<file path="src/rtl/spart_word_rx.sv">
// SPART receive path: 8N1 deserializer plus 4-byte little-endian word assembler with level interrupt.
// Optional partial-word idle timeout is enabled by defining SPART_WORD_TIMEOUT_EN.
module spart_word_rx #(
  parameter int BAUD_DIV     = 434,
  parameter int TIMEOUT_BITS = 20
) (
  input  logic        clk,
  input  logic        rst_n,
  input  logic        rxd,
  input  logic        clr,
  output logic [31:0] rx_data,
  output logic        interrupt_board,
  output logic        frame_err,
  output logic        overrun
);

  localparam int CW = $clog2(BAUD_DIV);

  typedef enum logic [1:0] {S_IDLE, S_START, S_DATA, S_STOP} state_t;

  state_t        state, state_nxt;
  logic [CW-1:0] cnt, cnt_nxt;
  logic [2:0]    bit_idx, bit_idx_nxt;
  logic [7:0]    shreg, shreg_nxt;
  logic          byte_ok, byte_bad;
  logic          rx_meta, rxs;
  logic [1:0]    byte_cnt;
  logic [23:0]   word_buf;
  logic          timeout_hit;
  logic          busy;

  always_ff @(posedge clk or negedge rst_n) begin
    if (!rst_n) begin
      rx_meta <= 1'b1;
      rxs     <= 1'b1;
    end else begin
      rx_meta <= rxd;
      rxs     <= rx_meta;
    end
  end

  always_ff @(posedge clk or negedge rst_n) begin
    if (!rst_n) begin
      state   <= S_IDLE;
      cnt     <= '0;
      bit_idx <= '0;
      shreg   <= '0;
    end else begin
      state   <= state_nxt;
      cnt     <= cnt_nxt;
      bit_idx <= bit_idx_nxt;
      shreg   <= shreg_nxt;
    end
  end

  always_comb begin
    state_nxt   = state;
    cnt_nxt     = cnt;
    bit_idx_nxt = bit_idx;
    shreg_nxt   = shreg;
    byte_ok     = 1'b0;
    byte_bad    = 1'b0;
    case (state)
      S_IDLE: begin
        if (!rxs) begin
          cnt_nxt   = CW'(BAUD_DIV / 2 - 1);
          state_nxt = S_START;
        end
      end
      S_START: begin
        if (cnt == '0) begin
          if (rxs) begin
            state_nxt = S_IDLE;
          end else begin
            cnt_nxt     = CW'(BAUD_DIV - 1);
            bit_idx_nxt = '0;
            state_nxt   = S_DATA;
          end
        end else begin
          cnt_nxt = cnt - 1'b1;
        end
      end
      S_DATA: begin
        if (cnt == '0) begin
          shreg_nxt   = {rxs, shreg[7:1]};
          cnt_nxt     = CW'(BAUD_DIV - 1);
          bit_idx_nxt = bit_idx + 1'b1;
          if (bit_idx == 3'd7) state_nxt = S_STOP;
        end else begin
          cnt_nxt = cnt - 1'b1;
        end
      end
      S_STOP: begin
        if (cnt == '0) begin
          if (rxs) byte_ok = 1'b1;
          else     byte_bad = 1'b1;
          state_nxt = S_IDLE;
        end else begin
          cnt_nxt = cnt - 1'b1;
        end
      end
      default: state_nxt = S_IDLE;
    endcase
  end

`ifdef SPART_WORD_TIMEOUT_EN
  localparam int unsigned TO_LIMIT = TIMEOUT_BITS * BAUD_DIV;
  localparam int TW = $clog2(TO_LIMIT + 1);

  logic [TW-1:0] idle_cnt;

  assign timeout_hit = (state == S_IDLE) && (byte_cnt != '0) && (idle_cnt == TW'(TO_LIMIT - 1));

  always_ff @(posedge clk or negedge rst_n) begin
    if (!rst_n)                                   idle_cnt <= '0;
    else if (state != S_IDLE || byte_cnt == '0)   idle_cnt <= '0;
    else if (timeout_hit)                         idle_cnt <= '0;
    else                                          idle_cnt <= idle_cnt + 1'b1;
  end
`else
  assign timeout_hit = 1'b0;
`endif

  // A clr arriving with a completing word frees the slot, so the new word is taken, not dropped.
  assign busy = interrupt_board & ~clr;

  always_ff @(posedge clk or negedge rst_n) begin
    if (!rst_n) begin
      rx_data         <= '0;
      interrupt_board <= 1'b0;
      frame_err       <= 1'b0;
      overrun         <= 1'b0;
      byte_cnt        <= '0;
      word_buf        <= '0;
    end else begin
      frame_err <= 1'b0;
      overrun   <= 1'b0;
      if (clr) interrupt_board <= 1'b0;
      if (byte_bad) begin
        frame_err <= 1'b1;
        byte_cnt  <= '0;
      end else if (byte_ok) begin
        if (byte_cnt == 2'd3) begin
          byte_cnt <= '0;
          if (!busy) begin
            rx_data         <= {shreg, word_buf};
            interrupt_board <= 1'b1;
          end else begin
            overrun <= 1'b1;
          end
        end else begin
          byte_cnt <= byte_cnt + 1'b1;
          case (byte_cnt)
            2'd0:    word_buf[7:0]   <= shreg;
            2'd1:    word_buf[15:8]  <= shreg;
            default: word_buf[23:16] <= shreg;
          endcase
        end
      end else if (timeout_hit) begin
        byte_cnt <= '0;
      end
    end
  end

endmodule

</file>
<file path="config.mk">
export PLATFORM = sky130hd
export DESIGN_NAME = spart_word_rx
export DESIGN_NICKNAME = d
export VERILOG_FILES = /design/src/rtl/spart_word_rx.sv
export SDC_FILE = /design/constraint.sdc
export NUM_CORES = 1
export LEC_CHECK = 0
export CAP_MARGIN = 0
export CORE_ASPECT_RATIO = 0.8
export CORE_MARGIN = 3
export CORE_UTILIZATION = 43
export DETAILED_ROUTE_END_ITERATION = 6
export GPL_ROUTABILITY_DRIVEN = 0
export SLEW_MARGIN = 0
export SYNTH_ARGS = -nofsm -noshare
export SYNTH_HDL_FRONTEND = slang
export SYNTH_SLANG_ARGS = --single-unit
</file>
<file path="constraint.sdc">
create_clock -name clk -period 5.4 [get_ports clk]
set_input_delay 1.08 -clock clk [delete_from_list [all_inputs] [get_ports clk]]
set_output_delay 1.08 -clock clk [all_outputs]
set_load 0.05 [all_outputs]
</file>
==> results of run 1 <==
## through the flow
step                      setup slack, ns  total power, uW  instances
final                               2.710             1128        433
after detailed placement            2.451            667.7        418
after CTS                           2.689             1150        433
after global routing                2.454             1180        433
after global placement              2.481            667.7        418
after floorplan                     3.160            652.8        277
## worst max path at each step
| stage | to | slack (ns) | start | cells after the start |
|---|---|---|---|---|
| after floorplan | rx_data[10] | 3.16 | clr | 5 |
| after global placement | rx_data[21] | 2.48 | clr | 5 |
| after detailed placement | rx_data[21] | 2.45 | clr | 5 |
| after CTS | word_buf[23] | 2.69 | cnt[0] | 6 |
| after global routing | word_buf[23] | 2.45 | cnt[0] | 6 |
| final | word_buf[23] | 2.71 | cnt[0] | 6 |
## per-layer routing
metal  routed length, um  vias up  part of all wire, %
met3                 332        7                  4.9
met1                3559     1156                   52
met4                  59        0                 0.86
met2                2885       62                   42
met5                   0        -                    0
li1                    -     1079                    -
## registers in the layout (all words and copies together), names as in the netlist, named ones only
register	flops
rxs	1
byte_cnt	2
bit_idx	3
overrun	1
cnt	9
rx_meta	1
state	1
rx_data	32
word_buf	24
frame_err	1
shreg	8
interrupt_board	1
## cells in the mapped netlist (2+ instances only)
cell,n
a31oi_1,6
inv_1,10
nand2_1,10
nand3_1,4
o41ai_1,2
nand3b_1,2
dfrtp_1,83
a22o_1,2
mux2_2,35
o21ai_0,10
ha_1,12
a21o_1,4
nand2b_1,3
nor3b_1,2
nand4_2,2
dfstp_2,2
mux2_4,30
a21oi_1,5
nor2_1,10
nor3_1,8
o211ai_1,3
buf_6,3
clkbuf_1,4
## cell families (layout without fill, tap and decap cells)
kind of cell | after synthesis | after routing
adders and majority gates | 12 | 12
AOI/OAI and AO/OA | 41 | 41
buffers and inverters | 20 | 64
DFF | 85 | 85
muxes | 66 | 66
and+or+nand+nor | 53 | 53
## worst max-delay path: cells and delay by family, from the launching register on
| kind | cells | cell delay (ns) |
|---|---|---|
| AND/OR/NAND/NOR | 3 | 1.43 |
| flip-flops | 1 | 0.44 |
| multiplexers | 1 | 0.40 |
| adder cells (fa/ha/maj) | 1 | 0.23 |
| buffers and inverters | 1 | 0.08 |
## power groups by stage
stage | Clock, uW | Sequential [uW] | Combinational, uW
after global routing | 522 | 639 | 17.8
final | 475 | 639 | 14.8
after global placement | 0 | 652 | 15.9
after floorplan | 0 | 651 | 2.09
after detailed placement | 0 | 652 | 16.0
after CTS | 495 | 639 | 16.0
## final cells by class
class,instances,share of cell area [%]
sequential,85,47.19
multi-input combinational,172,35.65
timing repair buffer,39,8.539
tap,112,3.105
clock buffer,9,2.745
clock inverter,6,1.941
inverter,10,0.8317
==> impl_results.md, run 1 <==
* RSZ-0062 raised after global routing: false
* Min Clock Period, post-route at 2.690 ns
* R2r setup slk at 2.71 ns
* RR Endpoint: word_buf[23]
* Largest net degree at the start of global routing at 86
* Grt met3 use at 4.019%
* Post-synthesis mux area share at 22.26%
* Relative slew margins at between 20% and 30%
* Net Switching at 229.9 uW
* Layout area overhead at 17.57%
* Pwr Density at 250.0 nW/um^2
* Final hold vios at 0
* Hold path cells at 0
* Via-per-instance ratio at 5.321
* Root Driver: clkbuf_8
* Footprint of the multi-input gates at 1609 sq um
* CTS tree: built
* Finish-stage setup viols at 0
* Main synth FF type: dfrtp_1
* Setup_tns at 0 ns
* Die ar. at 10,100 sq um
* Part of the power in the clock network at between 40% and 50%
* H-tree depth at 3
* Vias at 2,304
* Synth Area in Simple Gates at 8.475%
* Diode count at 0
* Hold buffer count at cts at 0
* Combinational fraction of design power at between 1 and 1.5%
* CP arrival at 2.91 ns
* Die height at 90.51 um
* Vias in the first global route at roughly 2,300
* Clock Latency Late Sink at 0.34 ns
* Sw Ratio at 20.37%
* Dpl cell area at 4302 sq um
* Core Box Area at roughly 8600 sq um
* Post-synth EDFFs at 0
* Remaining global-route overflow at 0
* Final design area excluding fillers at about 4500 sq um
* Post-synthesis adder-cell area fraction at approximately 4%
* Slowest cell on crit path: nor3b_1
* Setup crit end kind: flip-flop
* CP required at between 5 and 6 ns
* Clock-pin slew on the worst setup and hold paths at 0.08 ns
* Die X at roughly 110 um
* Clock buffer depth at 2
* FF+latch area at between 2000 and 2500 sq um
* Commonest non-fill, non-tap cell in the layout: dfrtp_1
* Seq/Total Area, Yosys at roughly 55%
* Fill cell count at 764
* Max-Cap Viols at 0
* Worst-margin pin slew at 1.056 ns
* Synth top area cells: dfrtp_1 (54%), mux2_4 (12%), mux2_2 (10%), ha_1 (3.9%), dfstp_2 (1.4%)
* GRT Overall Usage at 14.45%
* I/O pin count at 39
* Antenna violations before repair at 0
* Post-CTS Setup Bufs at 0
* Worst path cell trace: inv_1, ha_1, nor3b_1, and3_1, nand4_2, mux2_2
* Tightest hold margin at 0.3579 ns
* Largest family of logic cells by synthesized area: multiplexers
* CTS resizes at 0
* WHS Endpoint: rxs
* Gate Count Post-Synth at 277
* Fin nets at 333
* DR pass1 iterations at 5
* Status: finished clean
* Buffers on Ports at 38
* Peak supply drop at around 130 uV
* DR DRC count at 0
* Post-Syn Area at 3839 sq um
* Met2 Use GR at 19.76%
* Fmax at 371.8 MHz
* Final WL at 6837 um
* Initial DRC count at 150
* Synth Area in XOR/XNOR at 0%
* Hold_sp: rx_meta
* Startpoint types: flip-flop
* Layout cells sized above 1 at 29.28%
* R2R Path Start: cnt[0]
* Num CTS Buffers at 9
* Dpl hpwl at 4483 um
* Final Core Density at 52.50%
* Synth top area share at 54.11%
* Crit-path max cell delay at 0.65 ns
* Final Slew Violations at 0
* Syn nets at 293
* Leading area contributor after synthesis: dfrtp_1
* Count of warnings emitted by yosys at 0
* Synth unique cells at 48
* Most frequent cells in the layout: dfrtp_1 (83), clkdlybuf4s50_1 (37), mux2_2 (35)
* Worst-path maximum fanout at 8
* First-pass GRT wire length at 11,740 um
* Internal power at 898.5 uW
* Routed Antenna Nets at 0
* Worst hold path class: flip-flop to flip-flop
* Rows at 30
* Syn Area/Cell at 13.86 sq um
* Skew final at around 0.0071 ns
* Fin crit share at 49.81%
* Initial Util at between 40% and 50%
* Gr busiest metal: met1
* Met1 GRT Util at 22.56%
* Mean routed wirelength per cell at 15.79 um
* Sequential share of power at 56.6%
* Leakage at 0.002226 uW
* Async SR Flop Fraction at 100.0%
* Post-synthesis compound-gate area fraction at 7.269%
* Setup CP Type: flip-flop to flip-flop
* CTS Sinks at 85
* Reg2Reg Depth at 6
* Register bit total from synthesis at 85
Note: power is estimated with default switching activity, not from simulation.
==> run 2, diff against run 1 <==
==> constraint.sdc (replaced) <==
create_clock -name clk -period 2.8 [get_ports clk]
set_input_delay 0.56 -clock clk [delete_from_list [all_inputs] [get_ports clk]]
set_output_delay 0.56 -clock clk [all_outputs]
set_load 0.05 [all_outputs]
==> impl_results.md, run 2 (synthesis results as in run 1) <==
* Crit-path max cell delay at 0.52 ns
* Fin nets at approximately 340
* Max-Cap Viols at 0
* RSZ-0062 raised after global routing: false
* Placed insts at roughly 420
* WP buf/inv at 2
* Peak supply drop at between 200 and 300 uV
* Via-per-instance ratio at 5.289
* Rows at 30
* Die height at 90.51 um
* CTS Sinks at 85
* Routed Antenna Nets at 0
* Pwr Density at 466.5 nW/um^2
* Footprint of the multi-input gates at 1609 sq um
* Min Clock Period, post-route at 2.471 ns
* Num CTS Buffers at 9
* Diode count at 0
* Layout area overhead at 19.04%
* CP required at 3.03 ns
* Startpoint types: flip-flop
* RR Endpoint: rx_data[30]
* CP delay by family, top: simple AND/OR/NAND/NOR gates
* CTS tree: built
* Final Slew Violations at 0
* DR pass1 iterations at 4
* Commonest non-fill, non-tap cell in the layout: dfrtp_1
* Fin crit share at just under 90%
* Mean routed wirelength per cell at 16.26 um
* Leakage at 0.002248 uW
* Final WL at 7154 um
* H-tree depth at 3
* DR DRC count at 0
* CTS resizes at 0
* Dpl hpwl at 4726 um
* Worst Slack Setup Final at about 0.33 ns
* Worst hold path class: input pin to asynchronous set/reset pin
* CP arrival at 2.70 ns
* Max reg flops at 32
* Largest registers: rx_data x32, word_buf x24, cnt x9
* Worst path cell trace: inv_1, ha_1, nor4b_4, nand2_2, or3b_2, buf_12, mux2_4
* Hold buffer count at cts at 0
* Most frequent cells in the layout: dfrtp_1 (83), clkdlybuf4s50_1 (37), mux2_2 (35)
* Largest net degree at the start of global routing at 49
* Final cell count without fillers at 440
* Clock-pin slew on the worst setup and hold paths at 0.09 ns
* Die X at 111.6 um
* Clock Latency Late Sink at 0.35 ns
* Initial DRC count at 124
* Slowest cell on crit path: or3b_2
* Tightest hold margin at 0.1768 ns
* Reg2Reg Depth at 7
* Remaining global-route overflow at 0
* Worst-path maximum fanout at 32
* First-pass GRT wire length at 12,120 um
* Vias at 2,327
* FF+latch area at ~2100 sq um
* Initial Util at 44.66%
* Relative slew margins at 34.03%
* Die ar. at 10,100 sq um
* Fill cell count at 753
* Antenna violations before repair at 0
* Buffers on Ports at 38
* Overall power at 2131 uW
* Post-CTS Setup Bufs at 0
* Fmax at 404.7 MHz
* Skew final at 0.01240 ns
* Setup crit end kind: flip-flop
* GRT Overall Usage at between 10 and 15%
* Critical path depth in cells at 7
* R2r setup slk at 0.33 ns
* Vias in the first global route at 2,287
* Core Box Area at 8596 sq um
* Finish-stage setup viols at 0
* I/O pin count at 39
* Largest register by flop count: rx_data
* Post-Place Worst Slack at 0.3567 ns
* R2R Path Start: cnt[0]
* Layout cells sized above 1 at a little under a third
* Root Driver: clkbuf_8
* Clock buffer depth at 2
* Worst-margin pin slew at 0.9805 ns
* Final hold vios at 0
* Setup CP Type: flip-flop to flip-flop
* Status: finished clean
* Setup_tns at 0 ns
[run 2: cell types whose count changed in the layout (fill, tap and decap cells not counted), moves of 2 or more]
cell,change
clkinvlp_4,+3
buf_12,+2
buf_4,+4
clkinv_2,-2
[run 2: worst max-delay path by stage]
stage                       from          end
after floorplan           cnt[0]  rx_data[10]
after global placement    cnt[0]  rx_data[21]
after global routing      cnt[0]  rx_data[14]
final                     cnt[0]  rx_data[30]
after detailed placement  cnt[0]  rx_data[14]
after CTS                 cnt[0]  rx_data[30]
[run 2: layer usage]
| metal | vias up | global-route usage (%) | wire length [um] |
|---|---|---|---|
| met4 | 0 | 4.255 | 63 |
| met5 | - | 0 | 0 |
| met2 | 54 | 20.76 | 3063 |
| met3 | 8 | 3.751 | 313 |
| met1 | 1168 | 22.95 | 3714 |
| li1 | 1097 | - | - |
[run 2: where the power goes]
| group | leakage, uW | total, uW | internal (uW) | switching (uW) |
|---|---|---|---|---|
| Clock | 0.0000895 | 866 | 419 | 447 |
| Sequential | 0.00116 | 1230 | 1230 | 3.44 |
| Combinational | 0.000995 | 32.7 | 7.65 | 25.1 |
[run 2: worst reg2reg max path, cell delays in order (launching register included)]
cell	delay (ns)
dfrtp_1	0.44
inv_1	0.08
ha_1	0.24
nor4b_4	0.41
nand2_2	0.13
or3b_2	0.52
buf_12	0.21
mux2_4	0.35
[run 2: cell type report]
cell class	instances	share of cell area, %
Clock buffer	10	2.793
Timing Repair Buffer	45	9.967
Clock inverter	6	1.533
Sequential cell	85	46.60
Inverter	10	0.8215
Tap cell	112	3.067
Multi-Input combinational cell	172	35.21
[run 2: through the flow]
stage / instance area (sq um) / utilization [%]
after global placement: 4372 / 50.86
after detailed placement: 4372 / 50.86
after floorplan: 3839 / -
final: 4569 / 53.16
after CTS: 4569 / 53.16
after global routing: 4569 / 53.16
==> run 3, diff against run 2 <==
--- a/config.mk
+++ b/config.mk
@@ -11,6 +11,7 @@
 export CORE_UTILIZATION = 43
 export DETAILED_ROUTE_END_ITERATION = 6
 export GPL_ROUTABILITY_DRIVEN = 0
+export REMOVE_ABC_BUFFERS = 1
 export SLEW_MARGIN = 0
 export SYNTH_ARGS = -nofsm -noshare
 export SYNTH_HDL_FRONTEND = slang
==> impl_results.md, run 3 (synthesis results as in run 1) <==
* RR Endpoint: rx_data[23]
* Hold buffer count at cts at 0
* Commonest non-fill, non-tap cell in the layout: dfrtp_1
* Max-Cap Viols at 0
* Routed Antenna Nets at 0
* Vias at 2,283
* Clock buffer depth at 2
* Num CTS Buffers at 9
* Final WL at 6765 um
* Initial DRC count at 101
* Final Slew Violations at 0
* Diode count at 0
* CTS resizes at 0
* Clock-pin slew on the worst setup and hold paths at 0.09 ns
* Min Clock Period, post-route at 2.500 ns
* Setup CP Type: flip-flop to flip-flop
* Most frequent cells in the layout: dfrtp_1 (83), clkdlybuf4s50_1 (37), mux2_2 (35)
* Largest register by flop count: rx_data
* FF+latch area at 2130 sq um
* H-tree depth at 3
* First-pass GRT wire length at 11,760 um
* Die X at 111.6 um
* Remaining global-route overflow at 0
* Root Driver: clkbuf_8
* Fill cell count at 748
* Initial Util at 44.66%
* Peak supply drop at 228.2 uV
* Rows at 30
* Final Core Density at a little over half
* R2R Path Start: cnt[0]
* Layout area overhead at 18.45%
* Fin nets at 338
* CTS Sinks at 85
* Status: finished clean
* Setup crit end kind: flip-flop
* R2r setup slk at 0.30 ns
* Max reg flops at 32
* Via-per-instance ratio at approximately 5.2
* Critical path endpoint: rx_data[23]
* Finish-stage setup viols at 0
* Leakage at between 0.002 and 0.0025 uW
* Vias in the first global route at around 2,300
* Startpoint types: flip-flop
* DR DRC count at 0
* Relative slew margins at between 40% and 50%
* GRT Overall Usage at 14.48%
* DR pass1 iterations at 4
* Fmax at about 400 MHz
* Reg2Reg Depth at 7
* Layout cells sized above 1 at 30.58%
* Worst hold path class: input pin to asynchronous set/reset pin
* Footprint of the multi-input gates at 1609 sq um
* Dpl hpwl at 4558 um
* Critical path origin: cnt[0]
* Mean routed wirelength per cell at between 15 and 20 um
* Post-CTS Setup Bufs at 0
* Buffers on Ports at 38
* Worst-margin pin slew at 0.8724 ns
* CP arrival at 2.74 ns
* Setup_tns at 0 ns
* Die ar. at 10,100 sq um
* Core Box Area at approximately 8600 sq um
* CP required at between 3 and 4 ns
* Fin crit share at 89.28%
* Largest registers: rx_data x32, word_buf x24, cnt x9
* Largest net degree at the start of global routing at 51
* Pwr Density at 455.2 nW/um^2
* Clock Latency Late Sink at 0.35 ns
* RSZ-0062 raised after global routing: false
* Die height at between 90 and 100 um
* I/O pin count at 39
* CTS tree: built
* Worst-path maximum fanout at 32
* Antenna violations before repair at 0
* Final hold vios at 0
* Overall power at slightly above 2000 uW
* Skew final at approximately 0.0074 ns
[run 3: final cells by class]
| class | count | share of cell area, % |
|---|---|---|
| inverter | 10 | 0.8255 |
| timing repair buffer | 44 | 9.851 |
| multi-input combinational | 172 | 35.39 |
| tap | 112 | 3.082 |
| sequential | 85 | 46.84 |
| clock buffer | 9 | 2.724 |
| clock inverter | 7 | 1.293 |
[run 3: metal layers]
layer  routed length (um)  track usage, %
met2                 2848           21.21
met3                  366           3.617
met5                    0               0
met4                   80           5.471
met1                 3469           20.76
[run 3: where the power goes]
part / internal (uW) / switching [uW]
clock: 336 / 469
combinational: 7.58 / 24.6
sequential: 1230 / 3.29
[run 3: worst max-delay path: stages, from the launching register on]
cell and delay [ns]:
dfrtp_1 0.44, inv_1 0.08, ha_1 0.21, nor4b_4 0.37, nand2_2 0.20, or3b_2 0.54
buf_12 0.20, mux2_4 0.32
[run 3: through the flow]
stage                     std cells  worst slack (ns)  hold slack, ns  instance area (sq um)
after global routing            439            0.1576          0.2711                   4547
after CTS                       439            0.3290          0.2416                   4547
after detailed placement        423            0.3432          0.3511                   4364
after global placement          423            0.4032          0.3460                   4364
final                           439            0.3002          0.2276                   4547
after floorplan                 267           0.06709          0.2644                   3776
[run 3: how the worst min path moves through the flow]
stage / cells past startpoint / slack (ns) / from / endpoint
floorplan: 0 / 0.26 / rst_n / asynchronous set/reset pin
global placement: 0 / 0.35 / rx_meta / rxs
detailed placement: 0 / 0.35 / rx_meta / rxs
CTS: 1 / 0.24 / rst_n / rx_data[1]
global route: 1 / 0.27 / rst_n / rx_data[25]
finish: 1 / 0.23 / rst_n / rx_data[1]
